### config.mk
export PLATFORM = sky130hd
export DESIGN_NAME = dp_run_ctrl_flat
export DESIGN_NICKNAME = d
export VERILOG_FILES = /design/src/rtl/dp_run_ctrl_if.sv /design/src/rtl/dp_run_ctrl.sv /design/src/flat_wrapper.sv
export SDC_FILE = /design/constraint.sdc
export NUM_CORES = 1
export LEC_CHECK = 0
export ABC_CLOCK_PERIOD_IN_PS = 2450
export CELL_PAD_IN_SITES_DETAIL_PLACEMENT = 0
export CELL_PAD_IN_SITES_GLOBAL_PLACEMENT = 1
export CORE_UTILIZATION = 25
export DETAILED_ROUTE_END_ITERATION = 8
export GPL_TIMING_DRIVEN = 0
export PLACE_DENSITY = 0.91
export SYNTH_ARGS = -nofsm -noshare
export SYNTH_HDL_FRONTEND = slang
export SYNTH_SLANG_ARGS = --single-unit
### constraint.sdc
create_clock -name clk_i -period 2.45 [get_ports clk_i]
set_clock_uncertainty 0.05 [all_clocks]
set_input_delay 0.3675 -clock clk_i [delete_from_list [all_inputs] [get_ports clk_i]]
set_output_delay 0.3675 -clock clk_i [all_outputs]
set_load 0.02 [all_outputs]
### src/rtl/dp_run_ctrl_if.sv
// Bundle of load, instruction-memory, datapath-control and dump signals around dp_run_ctrl.
// slave = the run controller, master = the host / datapath side.
interface dp_run_ctrl_if #(
  parameter int IM_DEPTH   = 64,
  parameter int WORD_W     = 32,
  parameter int DUMP_WORDS = 32
);
  localparam int IM_AW = $clog2(IM_DEPTH);
  localparam int DM_AW = $clog2(DUMP_WORDS);

  logic              start_i;
  logic              ld_valid_i;
  logic              ld_ready_o;
  logic [WORD_W-1:0] ld_data_i;
  logic              ld_last_i;
  logic              im_we_o;
  logic [IM_AW-1:0]  im_addr_o;
  logic [WORD_W-1:0] im_wdata_o;
  logic              dp_rst_n_o;
  logic              dp_en_o;
  logic [WORD_W-1:0] halt_reg_i;
  logic [DM_AW-1:0]  dm_addr_o;
  logic [WORD_W-1:0] dm_rdata_i;
  logic              dump_valid_o;
  logic              dump_ready_i;
  logic [WORD_W-1:0] dump_data_o;
  logic [2:0]        state_o;
  logic              done_o;
  logic              err_o;

  modport slave (
    input  start_i, ld_valid_i, ld_data_i, ld_last_i, halt_reg_i, dm_rdata_i, dump_ready_i,
    output ld_ready_o, im_we_o, im_addr_o, im_wdata_o, dp_rst_n_o, dp_en_o, dm_addr_o,
           dump_valid_o, dump_data_o, state_o, done_o, err_o
  );

  modport master (
    output start_i, ld_valid_i, ld_data_i, ld_last_i, halt_reg_i, dm_rdata_i, dump_ready_i,
    input  ld_ready_o, im_we_o, im_addr_o, im_wdata_o, dp_rst_n_o, dp_en_o, dm_addr_o,
           dump_valid_o, dump_data_o, state_o, done_o, err_o
  );
endinterface

### src/rtl/dp_run_ctrl.sv
// Run controller: load program, run datapath until reg31 halt, then stream data RAM out.
// Optional RUN-cycle watchdog enabled by defining DPC_WATCHDOG_EN.
module dp_run_ctrl #(
  parameter int                IM_DEPTH    = 64,
  parameter int                WORD_W      = 32,
  parameter int                DUMP_WORDS  = 32,
  parameter logic [WORD_W-1:0] HALT_VALUE  = {WORD_W{1'b1}},
  parameter int                WDOG_CYCLES = 100000
) (
  input logic          clk_i,
  input logic          rst_n_i,
  dp_run_ctrl_if.slave bus
);
  localparam int IM_AW = $clog2(IM_DEPTH);
  localparam int DM_AW = $clog2(DUMP_WORDS);

  typedef enum logic [2:0] {
    IDLE = 3'd0,
    LOAD = 3'd1,
    RUN  = 3'd2,
    DUMP = 3'd3,
    DONE = 3'd4
  } state_t;

  state_t            state;
  state_t            state_nxt;
  logic [IM_AW-1:0]  ld_ptr;
  logic              err;
  logic              dump_valid;
  logic [WORD_W-1:0] dump_data;
  logic [DM_AW-1:0]  dump_idx;

  logic start_ok;
  logic ld_fire;
  logic ld_full;
  logic halt_hit;
  logic dump_fire;
  logic dump_last;
  logic wdog_hit;

  assign start_ok  = bus.start_i && (state == IDLE || state == DONE);
  assign ld_fire   = (state == LOAD) && bus.ld_valid_i;
  assign ld_full   = (ld_ptr == IM_AW'(IM_DEPTH - 1));
  assign halt_hit  = (bus.halt_reg_i == HALT_VALUE);
  assign dump_fire = dump_valid && bus.dump_ready_i;
  assign dump_last = (dump_idx == DM_AW'(DUMP_WORDS - 1));

`ifdef DPC_WATCHDOG_EN
  localparam int WD_W = $clog2(WDOG_CYCLES + 1);
  logic [WD_W-1:0] wdog_cnt;

  always_ff @(posedge clk_i or negedge rst_n_i) begin
    if (!rst_n_i) begin
      wdog_cnt <= '0;
    end else if (state != RUN) begin
      wdog_cnt <= '0;
    end else begin
      wdog_cnt <= wdog_cnt + WD_W'(1);
    end
  end

  assign wdog_hit = (state == RUN) && (wdog_cnt == WD_W'(WDOG_CYCLES - 1));
`else
  logic unused_wdog;
  assign unused_wdog = (WDOG_CYCLES == 0);
  assign wdog_hit    = 1'b0;
`endif

  always_ff @(posedge clk_i or negedge rst_n_i) begin
    if (!rst_n_i) begin
      state <= IDLE;
    end else begin
      state <= state_nxt;
    end
  end

  always_comb begin
    state_nxt = state;
    case (state)
      IDLE: if (bus.start_i) state_nxt = LOAD;
      LOAD: begin
        if (ld_fire) begin
          if (bus.ld_last_i)    state_nxt = RUN;
          else if (ld_full)     state_nxt = DONE;
        end
      end
      // Halt is checked first so a halt coinciding with the watchdog limit is a clean stop.
      RUN: begin
        if (halt_hit)           state_nxt = DUMP;
        else if (wdog_hit)      state_nxt = DUMP;
      end
      DUMP: if (dump_fire && dump_last) state_nxt = DONE;
      DONE: if (bus.start_i) state_nxt = LOAD;
      default:                  state_nxt = IDLE;
    endcase
  end

  always_comb begin
    bus.ld_ready_o   = (state == LOAD);
    bus.im_we_o      = ld_fire;
    bus.im_addr_o    = ld_fire ? ld_ptr : '0;
    bus.im_wdata_o   = ld_fire ? bus.ld_data_i : '0;
    bus.dp_rst_n_o   = (state == RUN) || (state == DUMP) || (state == DONE);
    bus.dp_en_o      = (state == RUN);
    bus.dm_addr_o    = dump_valid ? (dump_idx + DM_AW'(1)) : '0;
    bus.dump_valid_o = dump_valid;
    bus.dump_data_o  = dump_data;
    bus.state_o      = state;
    bus.done_o       = (state == DONE);
    bus.err_o        = err;
  end

  always_ff @(posedge clk_i or negedge rst_n_i) begin
    if (!rst_n_i) begin
      ld_ptr <= '0;
      err    <= 1'b0;
    end else if (start_ok) begin
      ld_ptr <= '0;
      err    <= 1'b0;
    end else begin
      if (ld_fire && !ld_full) ld_ptr <= ld_ptr + IM_AW'(1);
      if (ld_fire && ld_full && !bus.ld_last_i) err <= 1'b1;
      if (state == RUN && !halt_hit && wdog_hit) err <= 1'b1;
    end
  end

  // Output register refills from dm_addr_o (current index + 1) on the handshake edge.
  always_ff @(posedge clk_i or negedge rst_n_i) begin
    if (!rst_n_i) begin
      dump_valid <= 1'b0;
      dump_data  <= '0;
      dump_idx   <= '0;
    end else if (state == DUMP) begin
      if (!dump_valid) begin
        dump_valid <= 1'b1;
        dump_data  <= bus.dm_rdata_i;
        dump_idx   <= '0;
      end else if (dump_fire) begin
        if (dump_last) begin
          dump_valid <= 1'b0;
        end else begin
          dump_data <= bus.dm_rdata_i;
          dump_idx  <= dump_idx + DM_AW'(1);
        end
      end
    end else begin
      dump_valid <= 1'b0;
    end
  end
endmodule
### src/flat_wrapper.sv
// flat-port wrapper written by rule: the top's interface ports become plain ports
module dp_run_ctrl_flat 
#(
  parameter int                IM_DEPTH    = 64,
  parameter int                WORD_W      = 32,
  parameter int                DUMP_WORDS  = 32,
  parameter logic [WORD_W-1:0] HALT_VALUE  = {WORD_W{1'b1}},
  parameter int                WDOG_CYCLES = 100000
)
  (clk_i, rst_n_i, bus_start_i, bus_ld_valid_i, bus_ld_data_i, bus_ld_last_i, bus_halt_reg_i, bus_dm_rdata_i, bus_dump_ready_i, bus_ld_ready_o, bus_im_we_o, bus_im_addr_o, bus_im_wdata_o, bus_dp_rst_n_o, bus_dp_en_o, bus_dm_addr_o, bus_dump_valid_o, bus_dump_data_o, bus_state_o, bus_done_o, bus_err_o);
  dp_run_ctrl_if #(.IM_DEPTH(IM_DEPTH), .WORD_W(WORD_W), .DUMP_WORDS(DUMP_WORDS)) bus_i ();
  input logic clk_i;
  input logic rst_n_i;
  input wire logic [$bits(bus_i.start_i)-1:0] bus_start_i;
  input wire logic [$bits(bus_i.ld_valid_i)-1:0] bus_ld_valid_i;
  input wire logic [$bits(bus_i.ld_data_i)-1:0] bus_ld_data_i;
  input wire logic [$bits(bus_i.ld_last_i)-1:0] bus_ld_last_i;
  input wire logic [$bits(bus_i.halt_reg_i)-1:0] bus_halt_reg_i;
  input wire logic [$bits(bus_i.dm_rdata_i)-1:0] bus_dm_rdata_i;
  input wire logic [$bits(bus_i.dump_ready_i)-1:0] bus_dump_ready_i;
  output wire logic [$bits(bus_i.ld_ready_o)-1:0] bus_ld_ready_o;
  output wire logic [$bits(bus_i.im_we_o)-1:0] bus_im_we_o;
  output wire logic [$bits(bus_i.im_addr_o)-1:0] bus_im_addr_o;
  output wire logic [$bits(bus_i.im_wdata_o)-1:0] bus_im_wdata_o;
  output wire logic [$bits(bus_i.dp_rst_n_o)-1:0] bus_dp_rst_n_o;
  output wire logic [$bits(bus_i.dp_en_o)-1:0] bus_dp_en_o;
  output wire logic [$bits(bus_i.dm_addr_o)-1:0] bus_dm_addr_o;
  output wire logic [$bits(bus_i.dump_valid_o)-1:0] bus_dump_valid_o;
  output wire logic [$bits(bus_i.dump_data_o)-1:0] bus_dump_data_o;
  output wire logic [$bits(bus_i.state_o)-1:0] bus_state_o;
  output wire logic [$bits(bus_i.done_o)-1:0] bus_done_o;
  output wire logic [$bits(bus_i.err_o)-1:0] bus_err_o;
  assign bus_i.start_i = bus_start_i;
  assign bus_i.ld_valid_i = bus_ld_valid_i;
  assign bus_i.ld_data_i = bus_ld_data_i;
  assign bus_i.ld_last_i = bus_ld_last_i;
  assign bus_i.halt_reg_i = bus_halt_reg_i;
  assign bus_i.dm_rdata_i = bus_dm_rdata_i;
  assign bus_i.dump_ready_i = bus_dump_ready_i;
  assign bus_ld_ready_o = bus_i.ld_ready_o;
  assign bus_im_we_o = bus_i.im_we_o;
  assign bus_im_addr_o = bus_i.im_addr_o;
  assign bus_im_wdata_o = bus_i.im_wdata_o;
  assign bus_dp_rst_n_o = bus_i.dp_rst_n_o;
  assign bus_dp_en_o = bus_i.dp_en_o;
  assign bus_dm_addr_o = bus_i.dm_addr_o;
  assign bus_dump_valid_o = bus_i.dump_valid_o;
  assign bus_dump_data_o = bus_i.dump_data_o;
  assign bus_state_o = bus_i.state_o;
  assign bus_done_o = bus_i.done_o;
  assign bus_err_o = bus_i.err_o;
  dp_run_ctrl #(.IM_DEPTH(IM_DEPTH), .WORD_W(WORD_W), .DUMP_WORDS(DUMP_WORDS), .HALT_VALUE(HALT_VALUE), .WDOG_CYCLES(WDOG_CYCLES)) u_core (.clk_i(clk_i), .rst_n_i(rst_n_i), .bus(bus_i));
endmodule
==> flow_summary.toml <==
[run_status]
outcome = "complete, no violations"

[yosys]
netlist_top_cells_area = "sky130_fd_sc_hd__dfrtp_1 47%, sky130_fd_sc_hd__mux2_4 18%, sky130_fd_sc_hd__and2_1 10%"
syn-instance-count = 205
yosys.area.top_type = "sky130_fd_sc_hd__dfrtp_1"
post_synth.cell_area_avg_sq_um = 12.4
yosysSeqAreaShare = 0.473
synthFlopType = "sky130_fd_sc_hd__dfrtp_1"
synthesis.area_sq_um = 2540
yosysWarnings = 0
post_synthesis_net_count = 310
yosysUniqueCellTypes = 37
ys_seq_elements = 48
synthMostInstantiatedCell = "sky130_fd_sc_hd__dfrtp_1"
ys_top_cells_by_count = "48 x sky130_fd_sc_hd__dfrtp_1, 41 x sky130_fd_sc_hd__and2_1, 30 x sky130_fd_sc_hd__mux2_4, 12 x sky130_fd_sc_hd__nand2_1"
synth_top_area_share = 0.473
synth-edff-count = 0
synth-async-reset-ratio = 1.00

[pwr]
worst_ir_drop_vdd_v = 0.000419
power_per_cell_area_nw_per_um2 = 971
power.static_leakage_nw = 2.06

[worst_hold_path]
min-delay-path-class = "register to register"

[clock_tree]
cts_htree_levels = 2
clockRootBuffer = "sky130_fd_sc_hd__clkbuf_8"
worst_skew_pair.late_latency_ps = 290
cts_num_sinks = 48
cts_inserted_buffers = 5
cts_tree = "done"
post_cts_clock_slew_at_the_launch_and_capture_registers_of_the_worst_setup_and_hold_paths_ps = 90
clockBufferDepth = 2

[sta]
worst_slew_pin_slew_ps = 407
period_needed_ps = 2350
finalSetupViolCount = 0
rsz0062_at_grt = "no"
finalCritPeriodShare = 0.958
tns_ps = 0
finalMaxSlewViolations = 0
timing.max_slew.rel_slack = 0.729
hold_violations = 0
clock.fmax_mhz = 426

[global_route]
grt_use_total = 0.138
grt.met3_usage = 0.0366
first_global_vias = 2362
gr-max-usage-layer = "met2"
grt_max_degree = 34
grt.met2_usage = 0.279
antenna_found_initial = 0
grt_pass1_wl_microns = 11100
met1_usage = 0.137
grt-ovfl-total = 0

[worst_setup_path]
r2r_setup_slack_ps = 230
worst-path-max-fanout = 8
worstSetupStartpointType = "input pin"
cp_arrival_ps = 1930
crit-reg2reg-capture = "u_core.bus.dump_data_o[23]"
cp-endpoint = "bus_im_addr_o[1]"
worst_r2r_path_depth = 8
data_required_time_at_the_worst_endpoint_ps = 2030
worstSetupPathType = "input pin to output port"
critical_path.startpoint = "bus_ld_valid_i"
crit_path_end_kind = "output port"
rr_startpoint = "u_core.dump_idx[0]"

[placed_design]
placement.io_buffers = 186
dp_hpwl_microns = 6120
routability_cong = 0.759
dpl.cell_count = 525

[finish]
design.final.nets = 511
fillerInstances = 957
finalNonFillerCells = 540
seqCellArea_sq_um = 1200
area_of_the_multi_input_gates_sq_um = 1260
area.growth.synth_to_final_pct = 80.6
insertedDiodeCount = 0
drive_gt1_frac = 0.253

[routing]
detail_route.wirelength_microns = 7510
drt-pass1-iter-count = 4
vias = 2342
initial_drc_count = 38
drcViolationCount = 0
antenna_viol_nets_final = 0
post_drt_via_cell_ratio = 4.34
mean_routed_wirelength_per_cell_microns = 13.9

[floorplan]
fp.dieArea_sq_um = 10600
io-pin-count = 187
die_w_microns = 103
rows = 36
die_h_microns = 103
design.core.area_sq_um = 9820
initial_utilization = 0.258

[flow_run]
maxCapViolations = 0
## flip-flops by register name, indices dropped and copies added, names as in the netlist
register,flops
u_core.bus.err_o,1
u_core.bus.dump_valid_o,1
u_core.dump_idx,5
u_core.bus.state_o,3
u_core.bus.dump_data_o,32
u_core.ld_ptr,6
## layout make-up
class / count / area share
buffer: 8 / 0.0202
clock buffer: 6 / 0.0180
clock inverter: 2 / 0.00328
inverter: 2 / 0.00164
multi-input combinational: 147 / 0.275
sequential: 48 / 0.262
tap: 133 / 0.0363
timing repair buffer: 194 / 0.383
## metal layers
layer	vias to the layer above	wire length [microns]
li1	1113	-
met1	1104	2660
met2	119	4130
met3	6	638
met4	0	87
met5	-	0
## logic make-up (layout without fill, tap and decap cells)
family                   Yosys count  in the layout  synth area share
AND/OR/NAND/NOR                   90             90             0.212
flip-flops                        48             48             0.473
multiplexers                      41             41             0.224
AO/OA/AOI/OAI                     11             11            0.0330
buffers and inverters             10            212            0.0355
adder cells (fa/ha/maj)            3              3            0.0148
XOR/XNOR                           2              2           0.00690
## critical path: stages
cell,delay [ps]
sky130_fd_sc_hd__clkdlybuf4s50_1,510
sky130_fd_sc_hd__nor4bb_4,290
sky130_fd_sc_hd__buf_4,190
sky130_fd_sc_hd__buf_4,110
sky130_fd_sc_hd__and2_4,140
sky130_fd_sc_hd__dlygate4sd2_1,330
## power by group
| part | leakage, nW | switching (W) | internal, W | total, W |
|---|---|---|---|---|
| combinational | 1.43 | 0.00116 | 0.00145 | 0.00260 |
| clock | 0.0434 | 0.000256 | 0.000229 | 0.000484 |
| sequential | 0.590 | 0.000247 | 0.00111 | 0.00136 |
| total | 2.06 | 0.00166 | 0.00279 | 0.00445 |
## layout by cell type (no fill, tap or decap), types with 4 or more instances in the layout
cell type and n:
sky130_fd_sc_hd__clkbuf_2 36, sky130_fd_sc_hd__nand3_1 7, sky130_fd_sc_hd__buf_4 6, sky130_fd_sc_hd__buf_12 5, sky130_fd_sc_hd__buf_2 4, sky130_fd_sc_hd__nand4_1 7, sky130_fd_sc_hd__dfrtp_1 48, sky130_fd_sc_hd__mux2_2 7
sky130_fd_sc_hd__and3_1 4, sky130_fd_sc_hd__mux2_4 30, sky130_fd_sc_hd__nor2_1 4, sky130_fd_sc_hd__mux2i_1 4, sky130_fd_sc_hd__nand2_1 12, sky130_fd_sc_hd__and2_1 41, sky130_fd_sc_hd__clkbuf_8 6, sky130_fd_sc_hd__clkdlybuf4s50_1 145
## repair_timing
item | CTS | global route
resized for setup | 58 | 66
endpoints found under the hold margin | 15 | 0
buffers inserted | 0 | 6
hold buffers | 1 | 0
pin swaps | 0 | 1
setup endpoints to repair | 40 | 68
## through the flow
step / power [W] / cell area, sq um / hold slack (ps) / utilization / worst slack (ps)
finish: 0.00445 / 4580 / 443 / 0.467 / 103
global route: 0.00472 / 4580 / 464 / 0.467 / 3.78
CTS: 0.00446 / 4660 / 450 / 0.475 / 0.0850
detailed placement: 0.00402 / 4580 / 270 / 0.466 / -416
global placement: 0.00396 / 4570 / 426 / 0.465 / -443
floorplan: 0.00275 / 2540 / 21.9 / - / 226
## worst min-delay path by stage
stage / startpoint / endpoint / slack (ps) / depth (start not counted)
floorplan: rst_n_i / u_core.bus.dump_data_o[0] / 20 / 0
global placement: u_core.bus.err_o / u_core.bus.err_o / 430 / 1
detailed placement: rst_n_i / u_core.bus.dump_data_o[18] / 270 / 1
CTS: u_core.bus.err_o / u_core.bus.err_o / 450 / 1
global route: u_core.bus.err_o / u_core.bus.err_o / 460 / 1
finish: u_core.bus.err_o / u_core.bus.err_o / 440 / 1
Power figures use the tool's default switching activity.
